===== src/rtl/uart_rx_if.sv =====
// uart_rx_if: receive-side bundle between the uart_rx block and the console IO stage.
// master = receiver (samples rx, drives word/status); slave = line driver / consumer.
interface uart_rx_if #(
    parameter int NR_BITS = 8
);
    logic               rx;
    logic [NR_BITS-1:0] uart_rx_d;
    logic               uart_rx_dv;
    logic               parity_ok;
    logic               frame_err;
    logic               rx_busy;

    modport master (
        input  rx,
        output uart_rx_d,
        output uart_rx_dv,
        output parity_ok,
        output frame_err,
        output rx_busy
    );

    modport slave (
        output rx,
        input  uart_rx_d,
        input  uart_rx_dv,
        input  parity_ok,
        input  frame_err,
        input  rx_busy
    );
endinterface


===== src/rtl/uart_rx.sv =====
// uart_rx: oversampling UART receiver, start-bit qualified, mid-bit sampling.
// Ports: clk, rst (async, active-high), bus (uart_rx_if.master: rx in;
//        uart_rx_d, uart_rx_dv, parity_ok, frame_err, rx_busy out).
module uart_rx #(
    parameter int CLK_FREQ  = 100000000,
    parameter int BAUD_RATE = 115200,
    parameter int NR_BITS   = 8,
    parameter int PARITY    = 0
) (
    input  logic      clk,
    input  logic      rst,
    uart_rx_if.master bus
);
    localparam int CPB  = CLK_FREQ / BAUD_RATE;
    localparam int HALF = CPB / 2;
    localparam int CW   = (CPB > 2) ? $clog2(CPB) : 2;

    if (CPB < 4 || NR_BITS < 5 || NR_BITS > 8 || PARITY < 0 || PARITY > 2) begin : g_bad_cfg
        $fatal(1, "uart_rx: unsupported parameter set");
    end

    typedef enum logic [2:0] {
        S_IDLE,
        S_START,
        S_DATA,
        S_PAR,
        S_STOP,
        S_BRK
    } state_t;

    state_t             r_state;
    logic               r_sync1;
    logic               r_rxs;
    logic [CW-1:0]      r_cnt;
    logic [2:0]         r_idx;
    logic [NR_BITS-1:0] r_sr;
    logic               r_pbit;
    logic [NR_BITS-1:0] r_d;
    logic               r_dv;
    logic               r_pok;
    logic               r_ferr;

    state_t             w_state_n;
    logic [CW-1:0]      w_cnt_n;
    logic [2:0]         w_idx_n;
    logic [NR_BITS-1:0] w_sr_n;
    logic               w_pbit_n;
    logic [NR_BITS-1:0] w_d_n;
    logic               w_dv_n;
    logic               w_pok_n;
    logic               w_ferr_n;
    logic               w_tick;
    logic               w_half;
    logic               w_par;

    assign w_tick = (r_cnt == CW'(CPB - 1));
    assign w_half = (r_cnt == CW'(HALF - 1));
    // XOR of data and received parity bit: 1 for odd total ones
    assign w_par  = ^{r_sr, r_pbit};

    always_ff @(posedge clk or posedge rst) begin
        if (rst) begin
            r_sync1 <= 1'b1;
            r_rxs   <= 1'b1;
            r_state <= S_IDLE;
            r_cnt   <= '0;
            r_idx   <= '0;
            r_sr    <= '0;
            r_pbit  <= 1'b0;
            r_d     <= '0;
            r_dv    <= 1'b0;
            r_pok   <= 1'b0;
            r_ferr  <= 1'b0;
        end else begin
            r_sync1 <= bus.rx;
            r_rxs   <= r_sync1;
            r_state <= w_state_n;
            r_cnt   <= w_cnt_n;
            r_idx   <= w_idx_n;
            r_sr    <= w_sr_n;
            r_pbit  <= w_pbit_n;
            r_d     <= w_d_n;
            r_dv    <= w_dv_n;
            r_pok   <= w_pok_n;
            r_ferr  <= w_ferr_n;
        end
    end

    always_comb begin
        w_state_n = r_state;
        w_cnt_n   = r_cnt + 1'b1;
        w_idx_n   = r_idx;
        w_sr_n    = r_sr;
        w_pbit_n  = r_pbit;
        w_d_n     = r_d;
        w_dv_n    = 1'b0;
        w_pok_n   = r_pok;
        w_ferr_n  = 1'b0;
        unique case (r_state)
            S_IDLE: begin
                w_cnt_n = '0;
                if (!r_rxs) w_state_n = S_START;
            end
            S_START: begin
                // re-check the line half a bit in to reject glitches
                if (w_half) begin
                    w_cnt_n = '0;
                    if (!r_rxs) begin
                        w_state_n = S_DATA;
                        w_idx_n   = '0;
                    end else begin
                        w_state_n = S_IDLE;
                    end
                end
            end
            S_DATA: begin
                if (w_tick) begin
                    w_cnt_n = '0;
                    w_sr_n  = {r_rxs, r_sr[NR_BITS-1:1]};
                    if (r_idx == 3'(NR_BITS - 1)) begin
                        w_state_n = (PARITY != 0) ? S_PAR : S_STOP;
                    end else begin
                        w_idx_n = r_idx + 3'd1;
                    end
                end
            end
            S_PAR: begin
                if (w_tick) begin
                    w_cnt_n   = '0;
                    w_pbit_n  = r_rxs;
                    w_state_n = S_STOP;
                end
            end
            S_STOP: begin
                // leave at mid-stop so a back-to-back start edge is caught
                if (w_tick) begin
                    w_cnt_n = '0;
                    if (r_rxs) begin
                        w_d_n     = r_sr;
                        w_dv_n    = 1'b1;
                        w_state_n = S_IDLE;
                        if (PARITY == 0)      w_pok_n = 1'b1;
                        else if (PARITY == 1) w_pok_n = w_par;
                        else                  w_pok_n = ~w_par;
                    end else begin
                        w_ferr_n  = 1'b1;
                        w_state_n = S_BRK;
                    end
                end
            end
            S_BRK: begin
                // hold off until the line goes idle again
                w_cnt_n = '0;
                if (r_rxs) w_state_n = S_IDLE;
            end
            default: begin
                w_cnt_n   = '0;
                w_state_n = S_IDLE;
            end
        endcase
    end

    assign bus.uart_rx_d  = r_d;
    assign bus.uart_rx_dv = r_dv;
    assign bus.parity_ok  = r_pok;
    assign bus.frame_err  = r_ferr;
    assign bus.rx_busy    = (r_state != S_IDLE);
endmodule


===== src/flat_wrapper.sv =====
// flat-port wrapper written by rule: the top's interface ports become plain ports
module uart_rx_flat 
#(
    parameter int CLK_FREQ  = 100000000,
    parameter int BAUD_RATE = 115200,
    parameter int NR_BITS   = 8,
    parameter int PARITY    = 0
)
  (clk, rst, bus_rx, bus_uart_rx_d, bus_uart_rx_dv, bus_parity_ok, bus_frame_err, bus_rx_busy);
  uart_rx_if #(.NR_BITS(NR_BITS)) bus_i ();
  input  logic clk;
  input  logic rst;
  input wire logic [$bits(bus_i.rx)-1:0] bus_rx;
  output wire logic [$bits(bus_i.uart_rx_d)-1:0] bus_uart_rx_d;
  output wire logic [$bits(bus_i.uart_rx_dv)-1:0] bus_uart_rx_dv;
  output wire logic [$bits(bus_i.parity_ok)-1:0] bus_parity_ok;
  output wire logic [$bits(bus_i.frame_err)-1:0] bus_frame_err;
  output wire logic [$bits(bus_i.rx_busy)-1:0] bus_rx_busy;
  assign bus_i.rx = bus_rx;
  assign bus_uart_rx_d = bus_i.uart_rx_d;
  assign bus_uart_rx_dv = bus_i.uart_rx_dv;
  assign bus_parity_ok = bus_i.parity_ok;
  assign bus_frame_err = bus_i.frame_err;
  assign bus_rx_busy = bus_i.rx_busy;
  uart_rx #(.CLK_FREQ(CLK_FREQ), .BAUD_RATE(BAUD_RATE), .NR_BITS(NR_BITS), .PARITY(PARITY)) u_core (.clk(clk), .rst(rst), .bus(bus_i));
endmodule

===== config.mk =====
export PLATFORM = sky130hd
export DESIGN_NAME = uart_rx_flat
export DESIGN_NICKNAME = d
export VERILOG_FILES = /design/src/rtl/uart_rx_if.sv /design/src/rtl/uart_rx.sv /design/src/flat_wrapper.sv
export SDC_FILE = /design/constraint.sdc
export NUM_CORES = 1
export LEC_CHECK = 0
export BUFFER_PORTS_ARGS = -buffer_cell sky130_fd_sc_hd__buf_2
export CORE_ASPECT_RATIO = 1.1
export CORE_MARGIN = 2
export CORE_UTILIZATION = 50
export CTS_CLUSTER_SIZE = 16
export DETAILED_ROUTE_END_ITERATION = 10
export PLACE_DENSITY = 0.69
export SETUP_SLACK_MARGIN = 0.1
export SYNTH_ARGS = -nofsm -noshare
export SYNTH_HDL_FRONTEND = slang
export SYNTH_SLANG_ARGS = --single-unit

===== constraint.sdc =====
create_clock -name clk -period 2 [get_ports clk]
set_input_delay 0.1 -clock clk [delete_from_list [all_inputs] [get_ports clk]]
set_output_delay 0.1 -clock clk [all_outputs]
set_load 0.02 [all_outputs]

==> results.yml <==
logic_synthesis:
  synthTopCellsByCount: "dfrtp_1, nor2_1, mux2_2, nor3_1, nand2_1"
  synth_area_mm2: 0.001635
  synth_area_leader_cell: "dfrtp_1"
  synth.area.top_cells: "dfrtp_1, mux2_2, nor2_1"
  synth_xor_area_frac: 0.04285
  synthSimpleGateAreaFrac: 0.1614
  ys_seq_area_frac: 0.5677
  async_flop_share: 1.000
  synth_cells: 140
  postSynthNetCount: 147
  synth_compound_area_frac: 0.04285
  synthMuxAreaShare: 0.1308
  synth-edff-count: 0
  synthDistinctLibCells: 32
  synth_top_family_by_area: "simple AND/OR/NAND/NOR gates"
  synth_flop_cell: "dfrtp_1"
  yosysWarnings: 0
  synth-adder-area-share: 0.03060
  syn_avg_cell_area_um2: 11.68
  synth_seq_cells: 37
  synth_top_area_frac: 0.5356
  yosysMostFrequentCell: "dfrtp_1"
sta:
  worst_pin_slew_ns: 0.4520
  finalCritPeriodShare: 1.063
  tns_ns: -0.5878
  postLayoutSetupSlackWorst_ns: -0.1267
  drv_slew: 0
  slew_headroom: 0.6987
  setup_viol: 16
  holdWs_ns: 0.3557
  finalHoldViolations: 0
  fmax_ghz: 0.4702
  timing.final.crit_period_ns: 2.127
  skew_ns: 0.01130
  grt_setup_unrepaired: "yes"
grt:
  grt_use_total: 0.1994
  grt_pass1_vias: 1254
  grt_max_degree: 38
  gr-total-overflow: 0
  grt_first_pass_wirelength_um: 5513
  antenna_found_initial: 0
critical_path:
  critPathMaxFanout: 3
  required_ns: 2.23
  end_kind: "flip-flop"
  cp-start-kind: "flip-flop"
  worst-setup-path-type: "reg -> reg"
  cp.arrival_ns: 2.36
die:
  core_mm2: 0.003074
  num_io_pins: 15
  die_w_um: 58.53
  num_rows: 21
  initial_core_util: 0.5319
  dieHeight_um: 63.98
  die_area_mm2: 0.003745
cells_and_area:
  final_nets: 189
  post-route-util: 0.6939
  final_area_mm2: 0.002133
  antennaDiodeCount: 0
  fin_cells: 217
  area_growth_pct: 30.45
  drive_gt1_frac: 0.4208
  fillers: 214
clocking:
  cts_buffers: 5
  cts_tree: "done"
  cts_root_buf: "clkbuf_4"
  clock_latency_ns: 0.35
  clk_pin_slew_worst_paths_ns: 0.12
  h-tree-depth: 2
  cts_num_sinks: 37
  clockBufferDepth: 2
pwr:
  powerDensity_mw_per_mm2: 607.8
  p_leak_nw: 1.069
  fin_total_pwr_mw: 1.297
  ir_worst_vdd_mv: 0.8595
worst_hold_path:
  hold_class: "reg -> reg"
placement:
  dp_hpwl_um: 2123
  port_buffers: 14
  placed_area_mm2: 0.001867
  dp_slack_ns: -0.1269
  dp.cells: 201
  gp_congestion: 0.8066
routing:
  vias: 1203
  avgRoutedWirePerCell_um: 15.21
  detail_route.iter0.violations: 52
  routed_wl_um: 3300
  routed_via_density: 5.544
  drc: 0
  dr.pass1.iters: 4
  antenna_left: 0
outcome:
  violations: "negative setup slack"
  status: "finished with violations"
run:
  max_cap_violations: 0
==> area by class of cell <==
class / instances / area, um2 / area share
flip-flops and latches: 37 / 928.4 / 0.4352
multi-input cells: 94 / 782.0 / 0.3666
repair buffers: 38 / 274.0 / 0.1284
clock inverters: 3 / 46.29 / 0.02170
well taps: 34 / 42.54 / 0.01994
clock buffers: 5 / 37.54 / 0.01760
inverters: 6 / 22.52 / 0.01056
==> registers in the layout (all words and copies together) (netlist names) <==
register               flops
u_core.r_rxs               1
u_core.r_state             3
u_core.r_sync1             1
u_core.r_sr                8
u_core.r_idx               3
u_core.bus.parity_ok       1
u_core.bus.uart_rx_dv      1
u_core.bus.frame_err       1
u_core.bus.uart_rx_d       8
u_core.r_cnt              10
==> per-layer routing <==
layer	vias to the layer above	GRT usage	routed length (um)
met4	0	0.09884	104
met1	580	0.2350	1433
li1	573	-	-
met3	15	0.05466	131
met2	35	0.3287	1629
met5	-	0	0
==> worst max-delay path, stage by stage, from the launching register on <==
cell and delay [ns]:
dfrtp_1 0.39, inv_1 0.06, ha_1 0.12, or4b_4 0.46
o31a_1 0.28, a221o_1 0.38, mux2_1 0.33
==> report_power, final <==
group	switching, mW	leakage [nW]	internal (mW)
Sequential	0.00213	0.495	0.752
Combinational	0.0166	0.532	0.00623
Clock	0.255	0.0414	0.265
==> layout by cell type (no fill, tap or decap), drive strengths merged, types with 3 or more instances in the layout <==
cell,Yosys,final
dfrtp,35,35
nor3,8,8
buf,1,36
nand3,5,5
mux2,19,19
xnor2,6,6
nor2,19,19
clkbuf,3,5
and3,3,3
nand2,7,7
inv,6,6
ha,4,4
==> cells by family after synthesis <==
logic type               after synthesis
flip-flops                            37
buffers and inverters                 10
adder cells (fa/ha/maj)                4
AND/OR/NAND/NOR                       53
XOR/XNOR                               8
AO/OA/AOI/OAI                          9
multiplexers                          19
==> path summary, 6_finish.rpt <==
| check | startpoint | endpoint | slack (ns) | cells past startpoint |
|---|---|---|---|---|
| worst max register to register | u_core.r_cnt[1] | u_core.r_idx[0] | -0.13 | 6 |
| worst min-delay path | u_core.r_sync1 | u_core.r_rxs | 0.36 | 0 |
| max in group asynchronous | rst | u_core.r_sync1 | 1.26 | 4 |
| worst max-delay path | u_core.r_cnt[1] | u_core.r_idx[0] | -0.13 | 6 |
| worst min register to register | u_core.r_sync1 | u_core.r_rxs | 0.36 | 0 |
| min in group asynchronous | rst | u_core.bus.parity_ok | 0.38 | 4 |
==> timing repair <==
action,4_1_cts,5_1_grt
buffers inserted,5,1
cloned,1,0
endpoints found under the hold margin,36,0
setup endpoints to repair,21,32
pin swaps,2,2
hold buffers,2,0
gates resized for setup,11,16
(Power assumes the default switching activity.)
